`config.mk`:
```
export PLATFORM = sky130hd
export DESIGN_NAME = move_input_conditioner_flat
export DESIGN_NICKNAME = d
export VERILOG_FILES = /design/src/rtl/move_input_conditioner_if.sv /design/src/rtl/move_input_conditioner.sv /design/src/flat_wrapper.sv
export SDC_FILE = /design/constraint.sdc
export NUM_CORES = 1
export LEC_CHECK = 0
export BUFFER_PORTS_ARGS = -buffer_cell sky130_fd_sc_hd__buf_2
export CORE_ASPECT_RATIO = 0.7
export CORE_MARGIN = 3
export CORE_UTILIZATION = 30
export DETAILED_ROUTE_END_ITERATION = 7
export HOLD_SLACK_MARGIN = 0.15
export SLEW_MARGIN = 30
export SYNTH_ARGS = -nofsm -noshare
export SYNTH_HDL_FRONTEND = slang
export SYNTH_SLANG_ARGS = --single-unit
```
`constraint.sdc`:
```
create_clock -name i_clk -period 5.49 [get_ports i_clk]
set_clock_uncertainty 0.2 [all_clocks]
set_input_delay 0 -clock i_clk [delete_from_list [all_inputs] [get_ports i_clk]]
set_output_delay 0 -clock i_clk [all_outputs]
set_load 0.02 [all_outputs]
```
`src/rtl/move_input_conditioner_if.sv`:
```
// Move request handshake between the button conditioner and the 2048 control FSM.
// master drives move_valid/move_dir, slave drives move_ready.
// move_dir codes: 00 up, 01 down, 10 left, 11 right.
interface move_input_conditioner_if;
  logic       move_valid;
  logic       move_ready;
  logic [1:0] move_dir;

  modport master (
    output move_valid,
    output move_dir,
    input  move_ready
  );

  modport slave (
    input  move_valid,
    input  move_dir,
    output move_ready
  );
endinterface

```
`src/rtl/move_input_conditioner.sv`:
```
// Purpose: sync + debounce four direction buttons, issue one move request per press.
// Latency: clean raw press to move_valid = SYNC_STAGES + DEBOUNCE_CYCLES + 1 cycles.
// Backpressure: move held (dir stable) until move_ready, or dropped when i_enable falls.
//
// Ports:
//   i_clk, i_rst      clock, asynchronous active-low reset
//   i_btn_raw[3:0]    raw async buttons: bit0 up, bit1 down, bit2 left, bit3 right
//   i_enable          game accepts moves
//   mv_if (master)    move_valid / move_dir out, move_ready in
//   o_btn_stable      debounced pressed levels, active-high
//   o_chord_reject    one-cycle pulse when a multi-button press is discarded
module move_input_conditioner #(
  parameter int DEBOUNCE_CYCLES = 500000,
  parameter int SYNC_STAGES     = 2,
  parameter bit BTN_ACTIVE_LOW  = 1'b1
) (
  input  logic                       i_clk,
  input  logic                       i_rst,
  input  logic [3:0]                 i_btn_raw,
  input  logic                       i_enable,
  move_input_conditioner_if.master   mv_if,
  output logic [3:0]                 o_btn_stable,
  output logic                       o_chord_reject
);

  localparam int               CNT_W    = (DEBOUNCE_CYCLES > 1) ? $clog2(DEBOUNCE_CYCLES) : 1;
  localparam logic [CNT_W-1:0] CNT_MAX  = CNT_W'(DEBOUNCE_CYCLES - 1);
  localparam logic [3:0]       RELEASED = {4{BTN_ACTIVE_LOW}};

  typedef enum logic [1:0] {IDLE, ISSUE, HOLD} state_t;

  logic [SYNC_STAGES-1:0][3:0] r_sync;
  logic [SYNC_STAGES-1:0]      r_fill;
  logic [3:0]                  w_sync;
  logic [3:0][CNT_W-1:0]       r_cnt;
  logic [3:0]                  r_stable;
  logic                        r_primed;
  logic [1:0]                  r_dir;
  logic [1:0]                  w_dir_enc;
  logic                        w_any;
  logic                        w_one;
  logic                        w_multi;
  state_t                      r_state;
  state_t                      w_state_next;

  // Synchronizer chain, reset to the released level. r_fill tracks how far
  // real samples have propagated so the reset value is never mistaken for
  // an observed release.
  always_ff @(posedge i_clk or negedge i_rst) begin
    if (!i_rst) begin
      r_sync <= {SYNC_STAGES{RELEASED}};
      r_fill <= '0;
    end else begin
      r_sync <= {r_sync[SYNC_STAGES-2:0], i_btn_raw};
      r_fill <= {r_fill[SYNC_STAGES-2:0], 1'b1};
    end
  end

  // Normalize to pressed=1.
  assign w_sync = r_sync[SYNC_STAGES-1] ^ RELEASED;

  // Per-bit debounce: a mismatch must persist DEBOUNCE_CYCLES cycles; any
  // return to the stable level clears the count.
  always_ff @(posedge i_clk or negedge i_rst) begin
    if (!i_rst) begin
      r_cnt    <= '0;
      r_stable <= '0;
    end else begin
      for (int i = 0; i < 4; i++) begin
        if (w_sync[i] == r_stable[i]) begin
          r_cnt[i] <= '0;
        end else if (r_cnt[i] == CNT_MAX) begin
          r_stable[i] <= w_sync[i];
          r_cnt[i]    <= '0;
        end else begin
          r_cnt[i] <= r_cnt[i] + CNT_W'(1);
        end
      end
    end
  end

  // A press only counts once all buttons have really been seen released
  // since reset; buttons held through reset therefore never issue a move.
  always_ff @(posedge i_clk or negedge i_rst) begin
    if (!i_rst) begin
      r_primed <= 1'b0;
    end else if (r_fill[SYNC_STAGES-1] && (w_sync == 4'b0000)) begin
      r_primed <= 1'b1;
    end
  end

  assign w_any   = |r_stable;
  assign w_one   = w_any && ((r_stable & (r_stable - 4'd1)) == 4'd0);
  assign w_multi = w_any && !w_one;

  always_comb begin
    w_dir_enc = 2'b11;
    if (r_stable[0])      w_dir_enc = 2'b00;
    else if (r_stable[1]) w_dir_enc = 2'b01;
    else if (r_stable[2]) w_dir_enc = 2'b10;
  end

  // FSM state register
  always_ff @(posedge i_clk or negedge i_rst) begin
    if (!i_rst) r_state <= IDLE;
    else        r_state <= w_state_next;
  end

  // FSM next state
  always_comb begin
    w_state_next = r_state;
    case (r_state)
      IDLE: begin
        if (w_any) begin
          if (r_primed && w_one && i_enable) w_state_next = ISSUE;
          else                               w_state_next = HOLD;
        end
      end
      // move_valid is 1 throughout ISSUE, so move_ready alone completes it.
      ISSUE: if (mv_if.move_ready || !i_enable) w_state_next = HOLD;
      HOLD:  if (!w_any) w_state_next = IDLE;
      default: w_state_next = IDLE;
    endcase
  end

  // Direction is captured only on the IDLE->ISSUE step, so later button
  // activity cannot disturb a pending request.
  always_ff @(posedge i_clk or negedge i_rst) begin
    if (!i_rst) begin
      r_dir <= 2'b00;
    end else if ((r_state == IDLE) && (w_state_next == ISSUE)) begin
      r_dir <= w_dir_enc;
    end
  end

  // FSM outputs
  always_comb begin
    mv_if.move_valid = 1'b0;
    mv_if.move_dir   = r_dir;
    o_chord_reject   = 1'b0;
    if (r_state == ISSUE) mv_if.move_valid = 1'b1;
    if ((r_state == IDLE) && r_primed && w_multi) o_chord_reject = 1'b1;
  end

  assign o_btn_stable = r_stable;

endmodule

```
`src/flat_wrapper.sv`:
```
// flat-port wrapper written by rule: the top's interface ports become plain ports
module move_input_conditioner_flat 
#(
  parameter int DEBOUNCE_CYCLES = 500000,
  parameter int SYNC_STAGES     = 2,
  parameter bit BTN_ACTIVE_LOW  = 1'b1
)
  (i_clk, i_rst, i_btn_raw, i_enable, o_btn_stable, o_chord_reject, mv_if_move_valid, mv_if_move_dir, mv_if_move_ready);
  move_input_conditioner_if mv_if_i ();
  input  logic i_clk;
  input  logic i_rst;
  input  logic [3:0] i_btn_raw;
  input  logic i_enable;
  output logic [3:0] o_btn_stable;
  output logic o_chord_reject;
  output wire logic [$bits(mv_if_i.move_valid)-1:0] mv_if_move_valid;
  output wire logic [$bits(mv_if_i.move_dir)-1:0] mv_if_move_dir;
  input wire logic [$bits(mv_if_i.move_ready)-1:0] mv_if_move_ready;
  assign mv_if_move_valid = mv_if_i.move_valid;
  assign mv_if_move_dir = mv_if_i.move_dir;
  assign mv_if_i.move_ready = mv_if_move_ready;
  move_input_conditioner #(.DEBOUNCE_CYCLES(DEBOUNCE_CYCLES), .SYNC_STAGES(SYNC_STAGES), .BTN_ACTIVE_LOW(BTN_ACTIVE_LOW)) u_core (.i_clk(i_clk), .i_rst(i_rst), .i_btn_raw(i_btn_raw), .i_enable(i_enable), .mv_if(mv_if_i), .o_btn_stable(o_btn_stable), .o_chord_reject(o_chord_reject));
endmodule
```
# Yosys cells after proc, flatten, opt, wreduce, memory -nomap -nowiden
# Index checks and enable logic that the tools add are counted.
dict set report totals {
  out_inout_bits 8
  ff_bits 95
  elab_cells 73
}
dict set report op_classes {
  add_sub_neg 5
  reduce_logical 19
  n_eq_ne 11
  bitwise_logic 6
  mux 18
}
# operator count
set ops {}
lappend ops {{$mux 19} 8}
lappend ops {{$add 19x1->19 const B} 4}
lappend ops {{$eq 19x19->1 const B} 4}
lappend ops {{$mux 2} 6}
lappend ops {{$logic_and 1x1->1} 8}
lappend ops {{$logic_not 4->1} 2}
lappend ops {{$reduce_and 2->1} 4}
lappend ops {{$pmux 2 s3} 1}
lappend ops {{$and 4x4->4} 1}
lappend ops {{$eq 1x1->1} 4}
lappend ops {{$eq 2x1->1 const B} 2}
lappend ops {{$not 1->1} 4}
lappend ops {{$not 4->4} 1}
lappend ops {{$reduce_or 4->1} 1}
lappend ops {{$sub 4x1->4 const B} 1}
lappend ops {{$mux 1} 3}
lappend ops {{$eq 2x2->1 const B} 1}
lappend ops {{$logic_not 1->1} 2}
lappend ops {{$logic_not 2->1} 1}
lappend ops {{$logic_or 1x1->1} 1}

# Logic depth before layout (Yosys ltp)
dict set report logic_depth {
  depth_word 11
  mapped_depth 6
  mapped_depth_nobuf 5
}

# Worst setup path before layout
# No wires, ideal clock.
dict set report synth_path {
  kind {register to register}
  start {reg u_core.r_cnt[12] (netlist name)}
  end {reg u_core.r_cnt[10] (netlist name)}
  path_stages_with_launch 6
  slack_ns 3.293
  setup_time_ns 0.119
  arrival_time_ns 1.879
  period_less_slack_ns 2.197
  path_buffers 1
  cell_sequence {dfrtp_1 or4b_1 or4_4 o21bai_4 buf_6 nor2_1}
}
dict set report synth_between {
  elab_chain_len 3
}
# element line_no
set synth_lines {}
lappend synth_lines {{from (decl)} move_input_conditioner.sv:35} ;# logic [3:0][CNT_W-1:0] r_cnt;
lappend synth_lines {{from (signal, indexed assignment)} move_input_conditioner.sv:76} ;# r_cnt[i] <= r_cnt[i] + CNT_W'(1);
lappend synth_lines {{$eq 19x19->1} move_input_conditioner.sv:72} ;# end else if (r_cnt[i] == CNT_MAX) begin
lappend synth_lines {{$mux 19} move_input_conditioner.sv:72}
lappend synth_lines {{$mux 19} move_input_conditioner.sv:70} ;# if (w_sync[i] == r_stable[i]) begin
# No other way between the ends.
# A chain may end at the register's enable or synchronous reset.

# Worst setup path after layout
dict set report layout_path {
  start {reg u_core.r_cnt[12] (netlist name)}
  end {reg u_core.r_cnt[5] (netlist name)}
}
# Same word-level chain as after synthesis.

==> run metrics <==
setup_tns=0 ns; Critical Path Start=u_core.r_cnt[12]$_DFF_PN0_; die width=153.8 µm; setup violators final=0; P_leak=2.027 nW; Initial DRT Pass Iterations=4; antenna-violating nets left=0; switching portion of total power=22.40%; Sw Pwr=301.4 µW; ANT cells=0; final non-filler cell total=694; PwrDens=253.3 nW/µm²; Cell Area, Synth=4589 µm²; VDD IR max=154.5 µV; Synth cell types=44; Synth Instances=463; Post-synth EDFFs=0; GRT Total Usage=12.01%; worst reg2reg startpoint=u_core.r_cnt[12]$_DFF_PN0_; H-tree depth=3; overall power=1.345 mW; syn nets=475; IO Port Bufs=15; number of global-route vias before repair=3,401; fin crit period=2.396 ns; worst slack at placement=3.104 ns; hold wc startpoint=u_core.r_sync[2]$_DFF_PN1_; Worst-Margin Slew=0.7367 ns; slowest stage delay, CP=0.57 ns; leading area contributor after synthesis=dfrtp_1; CTS buffer count=9; largest net degree at the start of global routing=57; HPWL Detailed=6.393 mm; clock latency on the worst-skew pair=0.34 ns; Die Height=109.5 µm; Rows=37; Max Cap Viol=0; Gate power share=4.1%; initial detailed-routing violation count=265; Resized cells post-CTS=0; Slew Viols, Final=0; first-pass GRT wire length=16.55 mm; worst setup margin=3.094 ns; status=finished, final reports clean; initial antenna violation count=0; CP Cell Sequence=or4b_1 > or4_4 > o21bai_4 > nor2_1; clock slew at reported path FFs=0.06 ns; grt ovf=0; ys async rst share=100.0%; critical path launch point type=flop; Core Footprint=14,810 µm²; #FFs+latches synth=95; Seq pwr share=54.0%; CP Max Fanout=17; Syn-to-layout area delta=15.70%; predominant post-synthesis flop cell=dfrtp_1; unrepaired setup endpoints after global routing=no; DRC=0; global placement routability congestion=0.7773; Max-slew headroom=50.88%; CTS tree=built; Root Buffer=clkbuf_16; Internal=1.044 mW; WS Path Type=flop to flop; commonest non-fill, non-tap cell in the layout=dfrtp_1; Hold Crit Class=flop to flop; Worst EP arrival=2.41 ns; Ys Warns=0; top cell type's share of synthesized area=47.44%; CP Data Required Time=5.50 ns; dominant cells by area after synthesis=dfrtp_1, xnor2_1, nor2_1; placed cells=662; hold slack final=0.1514 ns; crit share post-route=43.64%; IO Pins=16; clock sink count=95; Max clock buf depth=2; Clk pwr share=41.9%; Layout fillers=1,498; vias=3,506; WL/cell=13.71 µm; Initial Util=30.98%; Hold Vio Cnt, Final=0; Vias/cell=5.052; Mean Syn Cell Area=9.912 µm²; most frequent cells in the layout=dfrtp_1, nor2_1, xnor2_1; Max Clock Freq=0.4174 GHz; Routed Wire Length=9.512 mm; sequential fraction of the synthesis area=52.02%; share of layout cells above drive strength 1=10.62%; Die ar.=16,840 µm²; Critical Path Sink Type=flop; Layout Nets=506; critical path's slowest cell=or4_4
==> path summary, 6_finish.rpt <==
path | depth (start not counted) | endpoint | slack (ns)
setup / recovery | 4 | u_core.r_cnt[5]$_DFF_PN0_ | 3.09
max in group asynchronous | 4 | u_core.r_cnt[27]$_DFF_PN0_ | 3.84
hold / removal | 0 | u_core.r_sync[6]$_DFF_PN1_ | 0.15
setup reg to reg | 4 | u_core.r_cnt[5]$_DFF_PN0_ | 3.09
min in group asynchronous | 3 | u_core.r_sync[6]$_DFF_PN1_ | 0.56
hold reg to reg | 0 | u_core.r_sync[6]$_DFF_PN1_ | 0.15
==> logic make-up (layout without fill, tap and decap cells) <==
group	count (synthesis)	count (layout)	share of synthesized area, %
AND/OR/NAND/NOR	225	225	25.55
flip-flops	95	95	52.02
XOR/XNOR	58	58	11.07
AO/OA/AOI/OAI	48	48	6.816
buffers and inverters	28	64	2.454
adder cells (fa/ha/maj)	5	5	1.309
multiplexers	3	3	0.7088
other	1	1	0.08171
==> synthesized netlist by cell type, types with 5 or more instances <==
master	number
a21oi_1	14
nand2_1	21
xnor2_1	45
nand4_1	22
inv_1	16
or4_1	6
o31ai_1	11
nand3_1	27
clkbuf_1	11
dfrtp_1	87
dfstp_2	8
or2_2	7
nor3b_1	6
xor2_1	13
nor3_1	16
and3_1	5
o21ai_0	10
nor2_1	72
or3_1	5
nor4_1	21
==> registers in the layout, indices dropped and copies added, names as in the netlist <==
register	flops
u_core.r_cnt	76
u_core.r_sync	8
u_core.o_btn_stable	4
u_core.mv_if.move_dir	2
u_core.r_fill	2
u_core.r_state	2
u_core.r_primed	1
==> power by group through the flow <==
stage	logic (mW)	registers [mW]	clock network, mW
finish	0.0553	0.727	0.563
global route	0.0653	0.728	0.613
CTS	0.0577	0.726	0.585
detailed placement	0.0480	0.739	0
global placement	0.0463	0.739	0
floorplan	0.0252	0.736	0
==> what timing repair did <==
item / 4_1_cts / 5_1_grt
buffers inserted: 0 / 0
hold buffers: 16 / 0
endpoints found under the hold margin: 53 / 0
==> worst max-delay path, delay by kind of cell (launching register included) <==
| family | cells | cell delay [ns] |
|---|---|---|
| compound gates | 1 | 0.42 |
| simple gates | 3 | 1.21 |
| flops | 1 | 0.43 |
==> metal layers <==
layer / share of wire, % / global-route usage, % / up-vias
met5: 0 / 0 / -
met2: 43 / 17.92 / 69
met4: 1.3 / 3.970 / 0
li1: - / - / 1711
met3: 4.3 / 2.872 / 13
met1: 52 / 17.23 / 1713
==> metrics by stage <==
stage	instance area [µm²]	utilization [%]
floorplan	4589	-
global placement	4866	32.85
detailed placement	4877	32.92
CTS	5310	35.84
global route	5310	35.84
finish	5310	35.84
==> final cells by class <==
class / count / area (µm²) / area share (%)
sequential: 95 / 2387 / 44.96
multi-input combinational: 340 / 2101 / 39.56
timing repair buffer: 32 / 255.2 / 4.807
tap: 195 / 244.0 / 4.595
clock buffer: 13 / 240.2 / 4.524
inverter: 16 / 60.06 / 1.131
clock inverter: 3 / 22.52 / 0.4241
No activity file was read; power rests on OpenSTA's default activity.
